## src/rtl/decode_iter_ctrl.sv

```systemverilog
// Iteration controller: requests one write-FSM update pass per iteration, checks the
// syndrome after each pass and terminates on pass, on the iteration limit or on watchdog timeout.
module decode_iter_ctrl #(
    parameter int unsigned MAX_ITER       = 10,
    parameter int unsigned ITER_WIDTH     = 4,
    parameter int unsigned TIMEOUT_CYCLES = 255,
    parameter int unsigned TO_WIDTH       = 8
) (
    input  logic                  sys_clk,
    input  logic                  rstn,
    input  logic                  frame_start,
    input  logic [1:0]            wr_busy,
    input  logic                  syndrome_valid,
    input  logic                  syndrome_pass,
    output logic                  iter_rqst,
    output logic                  iter_termination,
    output logic [ITER_WIDTH-1:0] iter_cnt,
    output logic                  frame_ready,
    output logic                  decode_done,
    output logic                  decode_success,
    output logic                  timeout_err
);

    localparam logic [1:0]            BusyUpdate = 2'b01;
    localparam logic [1:0]            BusyFinish = 2'b10;
    localparam logic [ITER_WIDTH-1:0] MaxIter    = ITER_WIDTH'(MAX_ITER);
    localparam logic [TO_WIDTH-1:0]   WdLast     = TO_WIDTH'(TIMEOUT_CYCLES - 1);

    typedef enum logic [1:0] {StIdle, StReq, StCheck, StTerm} state_e;

    state_e                r_state,   w_state_d;
    logic [ITER_WIDTH-1:0] r_iter_cnt, w_iter_cnt_d;
    logic [TO_WIDTH-1:0]   r_wdog,    w_wdog_d;
    logic                  r_armed,   w_armed_d;
    logic                  r_success, w_success_d;
    logic                  r_timeout, w_timeout_d;

    always_ff @(posedge sys_clk or negedge rstn) begin
        if (!rstn) begin
            r_state    <= StIdle;
            r_iter_cnt <= '0;
            r_wdog     <= '0;
            r_armed    <= 1'b0;
            r_success  <= 1'b0;
            r_timeout  <= 1'b0;
        end else begin
            r_state    <= w_state_d;
            r_iter_cnt <= w_iter_cnt_d;
            r_wdog     <= w_wdog_d;
            r_armed    <= w_armed_d;
            r_success  <= w_success_d;
            r_timeout  <= w_timeout_d;
        end
    end

    always_comb begin
        w_state_d    = r_state;
        w_iter_cnt_d = r_iter_cnt;
        w_wdog_d     = r_wdog;
        w_armed_d    = r_armed;
        w_success_d  = r_success;
        w_timeout_d  = r_timeout;
        case (r_state)
            StIdle: begin
                if (frame_start) begin
                    w_state_d    = StReq;
                    w_iter_cnt_d = '0;
                    w_wdog_d     = '0;
                    w_armed_d    = 1'b0;
                    w_success_d  = 1'b0;
                    w_timeout_d  = 1'b0;
                end
            end
            StReq: begin
                // Watchdog wins over a completion seen on the same edge
                if (r_wdog == WdLast) begin
                    w_state_d   = StTerm;
                    w_timeout_d = 1'b1;
                    w_success_d = 1'b0;
                end else if (wr_busy == BusyFinish && r_armed) begin
                    w_state_d    = StCheck;
                    w_iter_cnt_d = r_iter_cnt + ITER_WIDTH'(1);
                    w_armed_d    = 1'b0;
                end else begin
                    w_wdog_d = r_wdog + TO_WIDTH'(1);
                    // A FINISH before any UPDATE belongs to the previous pass
                    if (wr_busy == BusyUpdate) begin
                        w_armed_d = 1'b1;
                    end
                end
            end
            StCheck: begin
                if (syndrome_valid) begin
                    if (syndrome_pass) begin
                        w_state_d   = StTerm;
                        w_success_d = 1'b1;
                    end else if (r_iter_cnt == MaxIter) begin
                        w_state_d   = StTerm;
                        w_success_d = 1'b0;
                    end else begin
                        w_state_d = StReq;
                        w_wdog_d  = '0;
                        w_armed_d = 1'b0;
                    end
                end
            end
            StTerm: begin
                w_state_d = StIdle;
            end
            default: begin
                w_state_d = StIdle;
            end
        endcase
    end

    assign iter_rqst        = (r_state == StReq);
    assign iter_termination = (r_state == StTerm);
    assign decode_done      = (r_state == StTerm);
    assign frame_ready      = (r_state == StIdle);
    assign iter_cnt         = r_iter_cnt;
    assign decode_success   = r_success;
    assign timeout_err      = r_timeout;

endmodule
```

## config.mk

```make
export PLATFORM = sky130hd
export DESIGN_NAME = decode_iter_ctrl
export DESIGN_NICKNAME = d
export VERILOG_FILES = /design/src/rtl/decode_iter_ctrl.sv
export SDC_FILE = /design/constraint.sdc
export NUM_CORES = 1
export LEC_CHECK = 0
export CORE_AREA = 2 2 50 52
export DETAILED_ROUTE_END_ITERATION = 10
export DIE_AREA = 0 0 52 54
export PLACE_DENSITY = 0.8
export RECOVER_POWER = 25
export REMOVE_ABC_BUFFERS = 1
export SYNTH_ARGS = -nofsm -noshare
export SYNTH_HDL_FRONTEND = slang
export SYNTH_SLANG_ARGS = --single-unit
```

## constraint.sdc

```tcl
create_clock -name sys_clk -period 1.75 [get_ports sys_clk]
set_input_delay 0.35 -clock sys_clk [delete_from_list [all_inputs] [get_ports sys_clk]]
set_output_delay 0.35 -clock sys_clk [all_outputs]
set_load 0.005 [all_outputs]
```

# ---- After elaboration in Yosys (flattened, before gate mapping)
# Cells that the tools add are included.
dict set report totals {
  reg_bits 17
  in_bits 7
  out_inout_bits 10
  wordCells 69
}
dict set report op_classes {
  n_addsub 2
  n_eq_ne 18
  mux 33
  n_reduce_logical 10
}
# operator n
set op_table {}
lappend op_table {{8-bit 2-to-1 mux} 6}
lappend op_table {{8-bit one-hot mux with 3 select lines} 1}
lappend op_table {{7-bit AND reduction} 2}
lappend op_table {{1-bit 2-to-1 mux} 12}
lappend op_table {{2-bit 2-to-1 mux} 6}
lappend op_table {{4-bit 2-to-1 mux} 3}
lappend op_table {{2-bit inequality test, second input constant} 6}
lappend op_table {{8-bit by 1-bit adder with 8-bit output, second input constant} 1}
lappend op_table {{8-bit equality test, second input constant} 1}
lappend op_table {{2-bit one-hot mux with 4 select lines} 1}
lappend op_table {{4-bit one-hot mux with 2 select lines} 1}
lappend op_table {{2-bit equality test, second input constant} 3}
lappend op_table {{3-bit by 1-bit inequality test with 1-bit output, second input constant} 2}
lappend op_table {{1-bit one-hot mux with 3 select lines} 2}
lappend op_table {{3-bit AND reduction} 2}
lappend op_table {{5-bit AND reduction} 1}
lappend op_table {{4-bit by 1-bit adder with 4-bit output, second input constant} 1}
lappend op_table {{2-bit by 1-bit equality test with 1-bit output, second input constant} 2}
lappend op_table {{4-bit equality test, second input constant} 1}
lappend op_table {{2-bit by 1-bit inequality test with 1-bit output, second input constant} 2}
lappend op_table {{4-bit AND reduction} 1}
lappend op_table {{3-bit inequality test, second input constant} 1}
lappend op_table {{3-bit nonzero test} 1}
lappend op_table {{2-bit zero test} 1}
lappend op_table {{other kinds (3)} 3}

# ---- Logic depth before layout (Yosys ltp)
dict set report depth {
  depth_word 5
  mapped_depth 6
  mapped_depth_nobuf 6
}

# ---- Worst setup path before layout
# No wires, ideal clock.
dict set report synth_path {
  path_type {register to register}
  startpoint {reg r_iter_cnt[0], in the netlist iter_cnt[0]}
  endpoint {reg r_wdog[1]}
  setup_time_ns 0.118
  arrival_time_ns 1.485
  t_required_ns 1.632
  path_slack_ns 0.147
  stages_incl_launch_ff 7
  path_buffers 0
  period_less_slack_ns 1.603
  cell_sequence {dfrtp_1 > inv_1 > ha_1 > and3b_4 > o31ai_4 > o21ai_2 > a21o_1}
}
dict set report synth_via {
  elab_chain_len 3
}
# element line
set synth_lines {}
lappend synth_lines {{start: declaration} 32} ;# logic [ITER_WIDTH-1:0] r_iter_cnt, w_iter_cnt_d;
lappend synth_lines {{start signal: assignment} 48} ;# r_iter_cnt <= w_iter_cnt_d;
lappend synth_lines {{4-bit equality test} 97} ;# end else if (r_iter_cnt == MaxIter) begin
lappend synth_lines {{2-bit inequality test (no source line)} -}
lappend synth_lines {{7-bit AND reduction (no source line)} -}
lappend synth_lines {{end signal: assignment} 49} ;# r_wdog <= w_wdog_d;
lappend synth_lines {{end: declaration} 33} ;# logic [TO_WIDTH-1:0] r_wdog, w_wdog_d;
# No other way between the ends.
# A chain may end at the register's enable or synchronous reset.

# ---- Final worst setup path
dict set report layout_path {
  startpoint {reg r_state[1]}
  endpoint {out iter_termination}
}
dict set report layout_via {
  elab_chain_len 1
}
# element line
set layout_lines {}
lappend layout_lines {{start: declaration} 31} ;# state_e r_state, w_state_d;
lappend layout_lines {{start signal: assignment} 40} ;# r_state <= StIdle;
lappend layout_lines {{start signal: assignment} 47} ;# r_state <= w_state_d;
lappend layout_lines {{2-bit equality test} 117} ;# assign iter_termination = (r_state == StTerm);
lappend layout_lines {{end: declaration} 16} ;# output logic iter_termination,
# No other way between the ends.

==> results_dict.tcl <==
set metrics [dict create \
    final.fill_count 195 \
    worst_margin_slew_ns 0.9203 \
    synth_top_cell_by_area "sky130_fd_sc_hd__dfrtp_1" \
    pwr_density_cell_mw_per_mm2 1333 \
    hold_path_class "reg2reg" \
    status "completed" \
    post-dp-hpwl_um 1933 \
    grt_busiest_layer "met2" \
    regToRegStartpoint "r_wdog[1]" \
    port_buffers 16 \
    fin_crit_sh_pct 98.29 \
    path_cells "and2_4 > clkdlybuf4s50_1" \
    post_synth_adder_cell_area_pct 4.695 \
    cts_tree "built" \
    ant_nets 0 \
    finish.instance_area_mm2 0.001406 \
    synthMuxAreaShare_pct 0 \
    cts_max_level 1 \
    period_minus_slack_ns 1.720 \
    clock_root_buffer_master "sky130_fd_sc_hd__clkbuf_4" \
    layout.cells.most_common_list "16 x sky130_fd_sc_hd__buf_4, 15 x sky130_fd_sc_hd__dfrtp_1, 12 x sky130_fd_sc_hd__clkdlybuf4s50_1" \
    ys_seq_area_share_pct 39.91 \
    die_x_um 52 \
    finalHoldViolations 0 \
    io_pins 17 \
    setup_viol 0 \
    drt_via_density 5.838 \
    critical-path-max-stage-delay_ns 0.49 \
    drt_first_pass_iters 4 \
    synth_async_sr_flop_share_pct 100.0 \
    synth-compound-area-share_pct 27.46 \
    synth_top_area_share_pct 39.91 \
    grt_remaining_overflow 0 \
    leakage_nw 0.6444 \
    drcViolationCount 0 \
    cts_made_buffers 3 \
    later_pin_clock_latency_in_the_skew_report_ns 0.30 \
    core_area_mm2 0.002320 \
    grt_start_max_net_pins 18 \
    synth-warning-count 0 \
    crit_slowest_cell "sky130_fd_sc_hd__clkdlybuf4s50_1" \
    synth_area_mm2 0.001066 \
    maximum_fanout_along_the_worst_path 5 \
    grt_use_met1_pct 26.80 \
    synth_edf_count 0 \
    start_util_pct 45.95 \
    dominantRegCellSynth "sky130_fd_sc_hd__dfrtp_1" \
    layout.core_utilization_pct 60.63 \
    cell_area_placed_mm2 0.001348 \
    postCtsHoldBufs 0 \
    routed_wirelength_um 2645 \
    crit_path_end_kind "output pin" \
    numClockSinks 17 \
    drt_first_iter_violations 45 \
    die_h_um 54 \
    timing.max_slew.rel_slack_pct 38.64 \
    synth.area.top_cells "sky130_fd_sc_hd__dfrtp_1 40%, sky130_fd_sc_hd__ha_1 4.7%, sky130_fd_sc_hd__nand3_1 4.2%" \
    crit_path_start_kind "flop" \
    layout_commonest_cell "sky130_fd_sc_hd__buf_4" \
    layout-drive-gt1-share_pct 20.81 \
    grt_setup_unrepaired "false" \
    crit_start "r_state[1]" \
    place_congestion 0.8967 \
    ff_latch_area_um2 427.9 \
    yosys_cell_types 42 \
    antenna_found_initial 0 \
    worst_ep_required_time_ns 1.40 \
    max_freq_mhz 581.3 \
    hp-start "r_wdog[3]" \
    yosys_register_bits 17 \
    mean_area_per_synthesized_cell_um2 9.190 \
    synth-xor-area-share_pct 0 \
    critPathKind "reg2out" \
    final_net_count 161 \
    placement_rows 18 \
    multi_input_area_um2 608.1 \
    fin_worst_skew_ns 0.002021 \
    synth_top_family_by_area "compound AO/OA/AOI/OAI gates" \
    routed_wire_length_per_instance_um 14.78 \
    fp.dieArea_mm2 0.002808 \
    grtUsageMet3_pct 1.944 \
    cap_viol_max_count 0 \
    cts-root-to-sink-buffers 2 \
    grt_pass1_wl_um 4229 \
    globalRouteMet2Util_pct 33.97 \
    globalRouteTotalUtil_pct 20.63 \
    timing.final.max_slew_violations 0 \
    via_count 1045 \
    diodes 0 \
    area_delta_synth_final_pct 31.93 \
    grt_pass1_vias 912 \
    timing.critical_path.arrival_ns 1.37 \
    clk_pin_slew_ns 0.11 \
    ir_drop_mv 0.6160 \
    netlist_instances 116 \
    synth_simple_gate_area_share_pct 24.18 \
]
-- per-stage QoR --
step                      hold WS, ns  power (mW)  setup slack (ns)  setup TNS [ns]  cells
final                          0.5374       1.875           0.02984               0    179
after detailed placement       0.5253       1.620          -0.06772         -0.1548    172
after CTS                      0.3664       1.869          0.006183               0    179
after global routing           0.5779       2.004          0.003882               0    179
after floorplan               0.05441       1.157            0.1470               0    112
after global placement         0.5068       1.575          -0.03152        -0.05112    172
-- report_power, final --
group / internal [mW] / switching, mW / total (mW)
clock: 0.0889 / 0.136 / 0.225
sequential: 0.513 / 0.140 / 0.652
combinational: 0.504 / 0.494 / 0.998
-- area by class of cell --
class,instances,area share [%]
Tap cell,30,2.669
Clock buffer,4,1.868
Timing Repair Buffer,33,20.46
Multi-Input combinational cell,90,43.24
Inverter,5,1.335
Sequential cell,17,30.43
-- worst paths after layout --
check                                         to  slack (ns)  cells after the start
worst min-delay path                   r_wdog[3]        0.54                      1
worst max-delay path            iter_termination        0.03                      2
worst min register to register         r_wdog[3]        0.54                      1
max in group asynchronous             r_state[1]        0.45                      2
worst max register to register         r_wdog[4]        0.12                      5
min in group asynchronous              r_wdog[3]        0.69                      2
-- what timing repair did --
item                       4_1_cts  5_1_grt
setup buffers                    3        0
setup endpoints to repair        4        5
gates resized for setup          3        5
-- state kept, by name (all words and copies together), names as in the netlist --
| name | count |
|---|---|
| decode_success | 1 |
| iter_cnt | 4 |
| r_armed | 1 |
| r_state | 2 |
| r_wdog | 8 |
| timeout_err | 1 |
-- synthesized netlist by cell type, types with 2 or more instances --
cell / n
sky130_fd_sc_hd__a21o_1: 4
sky130_fd_sc_hd__a21oi_1: 6
sky130_fd_sc_hd__a31oi_1: 7
sky130_fd_sc_hd__and2_1: 3
sky130_fd_sc_hd__and3b_4: 2
sky130_fd_sc_hd__buf_2: 2
sky130_fd_sc_hd__dfrtp_1: 17
sky130_fd_sc_hd__ha_1: 4
sky130_fd_sc_hd__inv_1: 4
sky130_fd_sc_hd__nand2_1: 10
sky130_fd_sc_hd__nand2b_1: 3
sky130_fd_sc_hd__nand3_1: 9
sky130_fd_sc_hd__nand4_1: 2
sky130_fd_sc_hd__nor2_1: 7
sky130_fd_sc_hd__nor3_1: 3
sky130_fd_sc_hd__o211ai_1: 3
sky130_fd_sc_hd__o21ai_0: 3
sky130_fd_sc_hd__o21ai_1: 2
sky130_fd_sc_hd__o21ai_2: 2
-- critical path, delay by kind of cell, from the launching register on --
kind | cells | cell delay (ns)
AND/OR/NAND/NOR | 1 | 0.16
flip-flops | 1 | 0.42
buffers and inverters | 1 | 0.49
-- logic make-up after synthesis --
| kind of cell | count (synthesis) |
|---|---|
| flip-flops | 17 |
| AND/OR/NAND/NOR | 46 |
| AO/OA/AOI/OAI | 40 |
| buffers and inverters | 9 |
| adder cells (fa/ha/maj) | 4 |
-- routing by layer --
metal / vias to the layer above / part of all wire [%]
li1: 509 / -
met1: 508 / 45
met4: 0 / 1.5
met3: 4 / 2.7
met5: - / 0
met2: 24 / 51
Power figures use the tool's default switching activity.
